**src/rtl/risc8_pkg.sv**
```systemverilog
// risc8_pkg: fetch FSM state type and opcode length decode, shared by fetch and decoder.
package risc8_pkg;

  typedef enum logic [1:0] {
    F_OP   = 2'd0,
    F_IMM  = 2'd1,
    F_HOLD = 2'd2
  } risc8_fetch_state_t;

  // The immediate byte count lives in the two top opcode bits.
  function automatic logic [1:0] risc8_isize(input logic [7:0] opcode);
    return opcode[7:6];
  endfunction

endpackage

```
**src/rtl/risc8_fetch.sv**
```systemverilog
// risc8_fetch: byte-serial instruction fetch; assembles opcode + immediates into one bundle.
// Optional RISC8_FETCH_PREFETCH_EN: prefetch the next opcode while a bundle is held.
module risc8_fetch
  import risc8_pkg::*;
(
  input  logic        clk,
  input  logic        rst,
  input  logic        redirect,
  input  logic [15:0] redirect_pc,
  output logic [15:0] mem_addr,
  output logic        mem_req,
  input  logic        mem_ack,
  input  logic [7:0]  mem_rdata,
  output logic        out_valid,
  input  logic        out_ready,
  output logic [7:0]  instr,
  output logic [23:0] imm,
  output logic [1:0]  isize,
  output logic [15:0] instr_pc
);

  risc8_fetch_state_t state_r, state_s;
  logic [15:0] fpc_r, fpc_s;
  logic [1:0]  cnt_r, cnt_s;
  logic [7:0]  instr_r, instr_s;
  logic [23:0] imm_r, imm_s;
  logic [1:0]  isize_r, isize_s;
  logic [15:0] instr_pc_r, instr_pc_s;
  logic        mem_req_r, mem_req_s;
  logic        out_valid_r, out_valid_s;
  logic        fire_s, handshake_s, load_op_s;
  logic [7:0]  op_byte_s;
  logic [15:0] op_pc_s;
`ifdef RISC8_FETCH_PREFETCH_EN
  logic        pf_valid_r, pf_valid_s;
  logic [7:0]  pf_byte_r, pf_byte_s;
  logic [15:0] pf_pc_r, pf_pc_s;
`endif

  assign mem_addr  = fpc_r;
  assign mem_req   = mem_req_r;
  assign out_valid = out_valid_r;
  assign instr     = instr_r;
  assign imm       = imm_r;
  assign isize     = isize_r;
  assign instr_pc  = instr_pc_r;

  // Next-state, bundle assembly and next request computation.
  always_comb begin
    state_s     = state_r;
    fpc_s       = fpc_r;
    cnt_s       = cnt_r;
    instr_s     = instr_r;
    imm_s       = imm_r;
    isize_s     = isize_r;
    instr_pc_s  = instr_pc_r;
    mem_req_s   = 1'b0;
    out_valid_s = 1'b0;
    load_op_s   = 1'b0;
    op_byte_s   = mem_rdata;
    op_pc_s     = fpc_r;
    fire_s      = mem_req_r & mem_ack;
    handshake_s = out_valid_r & out_ready;
`ifdef RISC8_FETCH_PREFETCH_EN
    pf_valid_s  = pf_valid_r;
    pf_byte_s   = pf_byte_r;
    pf_pc_s     = pf_pc_r;
`endif

    case (state_r)
      F_OP: begin
        if (fire_s) begin
          load_op_s = 1'b1;
          fpc_s     = fpc_r + 16'd1;
        end else begin
          state_s = F_OP;
        end
      end
      F_IMM: begin
        if (fire_s) begin
          case (cnt_r)
            2'd0:    imm_s[7:0]   = mem_rdata;
            2'd1:    imm_s[15:8]  = mem_rdata;
            2'd2:    imm_s[23:16] = mem_rdata;
            default: imm_s        = imm_r;
          endcase
          fpc_s = fpc_r + 16'd1;
          cnt_s = cnt_r + 2'd1;
          if (cnt_r == (isize_r - 2'd1)) begin
            state_s = F_HOLD;
          end else begin
            state_s = F_IMM;
          end
        end else begin
          state_s = F_IMM;
        end
      end
      F_HOLD: begin
`ifdef RISC8_FETCH_PREFETCH_EN
        // A held opcode (or one arriving this cycle) skips the F_OP read.
        if (handshake_s) begin
          if (pf_valid_r) begin
            load_op_s  = 1'b1;
            op_byte_s  = pf_byte_r;
            op_pc_s    = pf_pc_r;
            pf_valid_s = 1'b0;
          end else if (fire_s) begin
            load_op_s = 1'b1;
            fpc_s     = fpc_r + 16'd1;
          end else begin
            state_s = F_OP;
          end
        end else if (fire_s) begin
          pf_valid_s = 1'b1;
          pf_byte_s  = mem_rdata;
          pf_pc_s    = fpc_r;
          fpc_s      = fpc_r + 16'd1;
        end else begin
          state_s = F_HOLD;
        end
`else
        if (handshake_s) begin
          state_s = F_OP;
        end else begin
          state_s = F_HOLD;
        end
`endif
      end
      default: begin
        state_s = F_OP;
      end
    endcase

    if (load_op_s) begin
      instr_s    = op_byte_s;
      instr_pc_s = op_pc_s;
      isize_s    = risc8_isize(op_byte_s);
      imm_s      = 24'd0;
      cnt_s      = 2'd0;
      if (risc8_isize(op_byte_s) == 2'd0) begin
        state_s = F_HOLD;
      end else begin
        state_s = F_IMM;
      end
    end else begin
      instr_s = instr_s;
    end

    // Redirect wins over everything, including a same-cycle handshake.
    if (redirect) begin
      state_s = F_OP;
      fpc_s   = redirect_pc;
      cnt_s   = 2'd0;
`ifdef RISC8_FETCH_PREFETCH_EN
      pf_valid_s = 1'b0;
`endif
    end else begin
      fpc_s = fpc_s;
    end

    case (state_s)
      F_OP:    mem_req_s = 1'b1;
      F_IMM:   mem_req_s = 1'b1;
`ifdef RISC8_FETCH_PREFETCH_EN
      F_HOLD:  mem_req_s = ~pf_valid_s;
`else
      F_HOLD:  mem_req_s = 1'b0;
`endif
      default: mem_req_s = 1'b0;
    endcase
    out_valid_s = (state_s == F_HOLD);
  end

  // State and output registers with synchronous active-low reset.
  always_ff @(posedge clk) begin
    if (!rst) begin
      state_r     <= F_OP;
      fpc_r       <= 16'h0000;
      cnt_r       <= 2'd0;
      instr_r     <= 8'h00;
      imm_r       <= 24'h000000;
      isize_r     <= 2'd0;
      instr_pc_r  <= 16'h0000;
      mem_req_r   <= 1'b0;
      out_valid_r <= 1'b0;
`ifdef RISC8_FETCH_PREFETCH_EN
      pf_valid_r  <= 1'b0;
      pf_byte_r   <= 8'h00;
      pf_pc_r     <= 16'h0000;
`endif
    end else begin
      state_r     <= state_s;
      fpc_r       <= fpc_s;
      cnt_r       <= cnt_s;
      instr_r     <= instr_s;
      imm_r       <= imm_s;
      isize_r     <= isize_s;
      instr_pc_r  <= instr_pc_s;
      mem_req_r   <= mem_req_s;
      out_valid_r <= out_valid_s;
`ifdef RISC8_FETCH_PREFETCH_EN
      pf_valid_r  <= pf_valid_s;
      pf_byte_r   <= pf_byte_s;
      pf_pc_r     <= pf_pc_s;
`endif
    end
  end

endmodule

```
**config.mk**
```make
export PLATFORM = sky130hd
export DESIGN_NAME = risc8_fetch
export DESIGN_NICKNAME = d
export VERILOG_FILES = /design/src/rtl/risc8_pkg.sv /design/src/rtl/risc8_fetch.sv
export SDC_FILE = /design/constraint.sdc
export NUM_CORES = 1
export LEC_CHECK = 0
export CAP_MARGIN = 20
export CORE_MARGIN = 1
export CORE_UTILIZATION = 40
export CTS_CLUSTER_DIAMETER = 200
export DETAILED_ROUTE_END_ITERATION = 16
export GPL_ROUTABILITY_DRIVEN = 1
export PLACE_DENSITY = 0.79
export SLEW_MARGIN = 25
export SYNTH_ARGS = -nofsm -noshare
export SYNTH_HDL_FRONTEND = slang
export SYNTH_SLANG_ARGS = --single-unit
```
**constraint.sdc**
```tcl
create_clock -name clk -period 1.82 [get_ports clk]
set_input_delay 0.546 -clock clk [delete_from_list [all_inputs] [get_ports clk]]
set_output_delay 0.546 -clock clk [all_outputs]
set_load 0.02 [all_outputs]
```
# == Word-level counts from Yosys, hierarchy flattened ==
# Index checks and enable logic that the tools add are counted.
# totals
inputBits,29
regBits,72
out_inout_bits,68
# op_classes
muxes,14
n_reduce_logical,15
add_sub_neg,3
bitwise,3
n_eq_ne,7
# ops
cell,n
2-to-1 mux 16 bit,3
adder 16 x 1 -> 16 bit (second input constant),1
2-to-1 mux 2 bit,7
AND reduction 3 bit,3
logical NOT 2 bit,4
== test 2 x 1 -> 1 bit (second input constant),3
== test 2 bit (second input constant),3
one-hot mux 2 bit (3 select lines),1
OR reduction 2 bit,3
AND reduction 2 bit,2
nonzero test 2 bit,2
2-to-1 mux 1 bit,3
OR reduction 3 bit,1
adder 2 x 1 -> 2 bit (second input constant),1
bitwise AND 1 bit,2
== test 2 bit,1
subtractor 2 x 1 -> 2 bit (second input constant),1
NOT 1 bit,1

# == Depth between registers and ports, before layout ==
# Gate-level depths: netlist of run 1.
# depth
word_depth,10
depth_mapped,6
depth_no_buf,5

# == Worst setup path after synthesis of run 1 ==
# OpenSTA, ideal clock, no wires.
# synth_path
path_type,flip-flop to flip-flop
from,"reg fpc_r[2], in the netlist mem_addr[2]"
to,"reg fpc_r[11], in the netlist mem_addr[11]"
n_path_buf,1
synth_period_minus_slack_ns,1.577
stages_incl_launch_ff,6
arrival_time_ns,1.456
setup_ns,0.122
setup_slack_ns,0.243
cell_sequence,dfxtp_1 -> buf_2 -> nand3_1 -> nor4_4 -> a31oi_1 -> o311a_1
# synth_via
elab_chain_cells,4
# synth_rtl
item,line,text
"start, declared",risc8_fetch.sv:23,"logic [15:0] fpc_r, fpc_s;"
"start signal, assigned",risc8_fetch.sv:193,fpc_r <= fpc_s;
adder 16 x 1 -> 16 bit,"risc8_fetch.sv:74, risc8_fetch.sv:87",
2-to-1 mux 16 bit,"risc8_fetch.sv:72, risc8_fetch.sv:80",
2-to-1 mux 16 bit,n/a,
2-to-1 mux 16 bit,risc8_fetch.sv:150,if (redirect) begin
# No other way between the ends. The select of a mux whose other input is x is not followed.
# A chain may end at the register's enable or synchronous reset.

# == Worst setup path in the final report of run 1 ==
# layout_path
from,"reg fpc_r[1], in the netlist mem_addr[1]"
to,out mem_addr[1]
# layout_lines
item,line,text
"end, declared",risc8_fetch.sv:10,"output logic [15:0] mem_addr,"
# No word-level cell between the ends.

==> results of run 1 <==
==> layout by cell type, fill, tap and decap left out, drive strengths merged, types with 4 or more instances in the layout <==
cell type and instances:
nand4 6, and2 5, nor2 26, dlygate4sd2 68
buf 35, nand2b 4, and4 5, a21oi 12
a21boi 24, mux2i 25, a31oi 6, clkbuf 13
nand2 57, inv 7, o21ai 12, ha 4
nand3 10, clkdlybuf4s50 27, xnor2 10, dfxtp 70
==> registers in the layout, indices dropped and copies added (netlist names) <==
| register | count |
|---|---|
| imm | 24 |
| instr_pc | 16 |
| mem_addr | 16 |
| instr | 8 |
| cnt_r | 2 |
| state_r | 2 |
| mem_req | 1 |
| out_valid | 1 |
==> worst paths after layout <==
check	to	slack, ps	startpoint
hold reg to reg	instr_pc[13]$_SDFFE_PN0P_	460	instr_pc[13]$_SDFFE_PN0P_
setup / recovery	mem_addr[1]	100	mem_addr[1]$_SDFFE_PN0P_
setup reg to reg	mem_addr[12]$_SDFFE_PN0P_	270	mem_addr[1]$_SDFFE_PN0P_
hold / removal	instr_pc[13]$_SDFFE_PN0P_	460	instr_pc[13]$_SDFFE_PN0P_
==> power groups by stage <==
stage / Clock (uW) / Sequential, uW / Combinational (uW)
after floorplan: 0 / 1720 / 167
after global placement: 0 / 1660 / 508
after detailed placement: 0 / 1660 / 516
after CTS: 1180 / 1620 / 484
after global routing: 1260 / 1630 / 522
final: 1170 / 1620 / 483
==> routing by layer <==
metal | global-route usage, % | part of all wire (%) | vias to the layer above
li1 | - | - | 1386
met1 | 26.54 | 45 | 1329
met2 | 34.07 | 48 | 84
met5 | 0 | 0 | -
met3 | 4.524 | 5.0 | 16
met4 | 8.225 | 1.9 | 0
==> cells by family after synthesis <==
logic type / count (synthesis) / synth area share (%)
simple gates: 129 / 22.22
flops: 70 / 46.09
compound gates: 61 / 13.09
buf+inv: 28 / 4.609
mux: 26 / 8.601
xor+xnor: 13 / 3.745
fa+ha+maj: 4 / 1.646
==> final cells by class <==
type	instances	area (um2)
clock buffer	13	168.9
inverter	7	26.28
timing repair buffer	131	1229
sequential	70	1401
multi-input combinational	233	1499
fill	652	2826
clock inverter	3	17.52
tap	99	123.9
==> metrics by stage <==
step | utilization (%) | power [uW] | instances | hold slack (ps)
finish | 61.24 | 3278 | 556 | 459.4
global route | 61.24 | 3409 | 556 | 477.2
CTS | 61.20 | 3287 | 556 | 466.3
detailed placement | 59.81 | 2173 | 540 | 459.0
global placement | 59.81 | 2165 | 540 | 450.3
floorplan | - | 1891 | 331 | 473.6
==> timing repair <==
action,4_1_cts,5_1_grt
pin swaps,0,0
resized for setup,68,1
gates cloned,0,0
setup buffers,0,0
setup endpoints to repair,68,31
==> flow_summary.yaml, run 1 <==
outcome:
  status: "finished clean"
pwr:
  pwr-share-clk_pct: 35.8
  p_seq_share_pct: 49.4
  comb_power_share_pct: 14.7
  p_per_area_nw_per_um2: 734.0
  p_sw_uw: 865.6
  internal_power_uw: 2412
  peakVddDrop_mv: 0.3303
  sw_frac_of_total_pct: 26.41
  p_leak_uw: 0.002126
finish:
  drive_gt1_share_pct: 13.13
  area_growth_syn_to_layout_pct: 46.87
  final_nets: 485
  num_antenna_cells: 0
  design_area_um2: 4466
yosys:
  ys.flop_type: "dfxtp_1"
  yosysWarnings: 0
  synth_area_leaders: "dfxtp_1 46%, mux2i_1 8.2%, nand2_1 6.9%"
  syn_area_um2: 3040
  async_flop_share_pct: 0
  synth_seq_cells: 70
  yosysSeqAreaShare_pct: 46.09
  syn_area_per_cell_um2: 9.186
  yosys-top-cells-count: "70 x dfxtp_1, 56 x nand2_1, 26 x nor2_1"
  synthCells: 331
  synth.most_common_cell: "dfxtp_1"
  synthDistinctLibCells: 43
  syn_nets: 364
  synth_edf_count: 0
  netlist.area_leader.share_pct: 46.09
  synth_top_area_cell: "dfxtp_1"
grt:
  grt_pass1_wl_mm: 12.54
  grt_max_degree: 25
  overflow: 0
  grt_pass1_vias: 2660
  globalRouteTotalUtil_pct: 20.73
  antenna_found_initial: 0
worst_setup_path:
  crit_family: "flip-flops"
  path_buf_inv: 1
  cp.arrival_ps: 1170
  worstPathCellList: "dlygate4sd2_1"
  max_stage_delay_ps: 460
  worstSetupPathType: "reg2out"
  crit_path_end_kind: "output pin"
  rr_worst_depth: 5
  cp-start-kind: "flop"
  path_max_fanout: 7
  cp.required_ps: 1270
  path_depth: 1
  critPathSlowestCell: "dfxtp_1"
clock_network:
  clk_latency_ps: 350
  clk_path_buf_depth: 2
  cts_buffers: 9
  h-tree-depth: 3
  clk_pin_slew_ps: 70
  cts_hold_buf: 0
  cts_num_sinks: 70
  cts_tree: "done"
  cts_root_buf: "clkbuf_8"
placement:
  gp_congestion: 0.8987
  io_buffers: 96
  pre_cts_ws_ps: -345.5
  detailed_place_hpwl_mm: 5.888
  postPlaceCellArea_um2: 4362
routing:
  initialDrtViolationCount: 219
  detail-route-antenna-nets: 0
  detail_route.wl_per_cell_um: 14.13
  drc: 0
  wl_mm: 7.858
  viasPerCell: 5.063
  drt_pass1_iterations: 4
  vias: 2815
timing:
  period_share_pct: 94.24
  fin_skew_ps: 8.067
  setup_ws_ps: 104.8
  maxSlewHeadroom_pct: 77.85
  tns_ps: 0
  setup_violations: 0
  final_hold_viol_count: 0
  fin_crit_ps: 1715
  rsz0062_at_grt: "no"
  fmax_mhz: 583.0
  report.final.slew_viol_count: 0
  worst_pin_slew_ps: 331.8
floorplan:
  placementRows: 31
  die_area_um2: 7954
  fp.dieH_um: 89.19
  ios: 97
  start_util_pct: 41.70
  dieWidth_um: 89.19
  core_um2: 7292
worst_hold_path:
  min_path_cells: 2
  holdCritPathClass: "reg2reg"
run:
  max_cap_violations: 0
Power figures use the tool's default switching activity.
==> run 2, diff against run 1 <==
- REMOVE_ABC_BUFFERS: unset -> 1
==> flow_summary.yaml, run 2 (same netlist as run 1, synthesis figures left out) <==
outcome:
  status: "finished clean"
worst_setup_path:
  crit_family: "flip-flops"
  rr_endpoint: "mem_addr[12]$_SDFFE_PN0P_"
  critPathSlowestCell: "dfxtp_1"
  crit_path_end_kind: "output pin"
  r2r-start: "mem_addr[0]$_SDFFE_PN0P_"
  path_max_fanout: 6
  rr_worst_depth: 5
  max_stage_delay_ps: 450
  r2r_slack_ps: 240
  cp-start-kind: "flop"
  worstSetupPathType: "reg2out"
  cp.arrival_ps: 1170
  path_buf_inv: 1
  worstPathCellList: "dlygate4sd2_1"
  cp.required_ps: 1270
  critPathLaunch: "mem_addr[7]$_SDFFE_PN0P_"
clock_network:
  cts_num_sinks: 70
  clk_path_buf_depth: 2
  clk_latency_ps: 350
  cts_tree: "done"
  cts_buffers: 9
  h-tree-depth: 3
  cts_root_buf: "clkbuf_8"
  cts_hold_buf: 0
  clk_pin_slew_ps: 80
routing:
  wl_mm: 8.242
  drt_pass1_iterations: 4
  detail-route-antenna-nets: 0
  initialDrtViolationCount: 116
  vias: 2791
  viasPerCell: 5.047
  detail_route.wl_per_cell_um: 14.90
  drc: 0
timing:
  worst_pin_slew_ps: 375.9
  fmax_mhz: 583.6
  final_hold_viol_count: 0
  tns_ps: 0
  fin_crit_ps: 1713
  fin_hold_ws_ps: 461.0
  rsz0062_at_grt: "no"
  maxSlewHeadroom_pct: 74.71
  setup_violations: 0
  fin_skew_ps: 6.773
  report.final.slew_viol_count: 0
  period_share_pct: 94.15
floorplan:
  core_um2: 7292
  fp.dieH_um: 89.19
  ios: 97
  placementRows: 31
  die_area_um2: 7954
  dieWidth_um: 89.19
  start_util_pct: 41.70
pwr:
  p_leak_uw: 0.002117
  p_per_area_nw_per_um2: 780.0
  finalPower_uw: 3491
  peakVddDrop_mv: 0.3509
grt:
  antenna_found_initial: 0
  globalRouteTotalUtil_pct: 21.51
  grt_pass1_wl_mm: 12.85
  grt_pass1_vias: 2699
  overflow: 0
  grt_max_degree: 25
run:
  max_cap_violations: 0
worst_hold_path:
  holdCritPathClass: "reg2reg"
  hp-start: "instr_pc[5]$_SDFFE_PN0P_"
  min_path_cells: 2
  min_to: "instr_pc[5]$_SDFFE_PN0P_"
placement:
  gp_congestion: 0.8575
  io_buffers: 96
  post-place-cells: 537
  detailed_place_hpwl_mm: 6.169
finish:
  fin_util_pct: 61.38
  fillCellCount: 662
  largest_register_ffs: 24
  drive_gt1_share_pct: 12.78
  layout_commonest_cell: "dfxtp_1"
  num_antenna_cells: 0
  area_growth_syn_to_layout_pct: 47.20
  mostFrequentLayoutCells: "70 x dfxtp_1, 69 x dlygate4sd2_1, 56 x nand2_1"
  final_nets: 482
  final_cell_count_no_fill: 553
[run 2: repair_timing]
action | 4_1_cts | 5_1_grt
gates resized for setup | 69 | 0
setup buffers | 0 | 0
hold endpoints to repair | 0 | 0
setup endpoints to repair | 76 | 0
[run 2: worst max path at each step]
stage,endpoint,slack [ps],cells past startpoint
2_1_floorplan,imm[0]$_SDFFE_PP0P_,-260,4
3_3_place_gp,mem_addr[11]$_SDFFE_PN0P_,-310,5
3_5_place_dp,mem_addr[11]$_SDFFE_PN0P_,-410,5
4_1_cts,mem_addr[7],100,1
5_1_grt,mem_addr[7],60,1
6_report,mem_addr[7],110,1
[run 2: stage by stage]
stage | instance area (um2) | setup slack (ps)
4_1_cts | 4476 | 97.98
5_1_grt | 4476 | 60.06
2_1_floorplan | 2927 | -258.2
3_5_place_dp | 4339 | -410.4
3_3_place_gp | 4339 | -306.5
6_report | 4476 | 106.6
[run 2: cell type report]
type                            count  area (um2)  share of cell area [%]
Clock buffer                        9       123.9                   2.768
Sequential cell                    70        1401                   31.31
Clock inverter                      7       98.84                   2.209
Multi-Input combinational cell    233        1499                   33.49
Timing Repair Buffer              128        1202                   26.87
Inverter                            7       26.28                  0.5871
Tap cell                           99       123.9                   2.768
[run 2: report_power, final]
group          leakage [uW]  switching, uW  internal [uW]
logic               0.00144            255            225
clock network      0.000109            611            775
registers          0.000570           42.4           1580
total               0.00212            909           2580
[run 2: metal layers]
| metal | global-route usage [%] | part of all wire, % |
|---|---|---|
| met1 | 25.90 | 44 |
| met4 | 10.68 | 2.6 |
| met5 | 0 | 0 |
| met2 | 37.27 | 50 |
| met3 | 3.416 | 3.8 |
[run 2: worst reg2reg max path: stages, from the launching register on]
cell and delay, ps:
dfxtp_1 410, ha_1 240, nand4_1 150, nor4_1 400, xnor2_1 180, a21oi_1 90
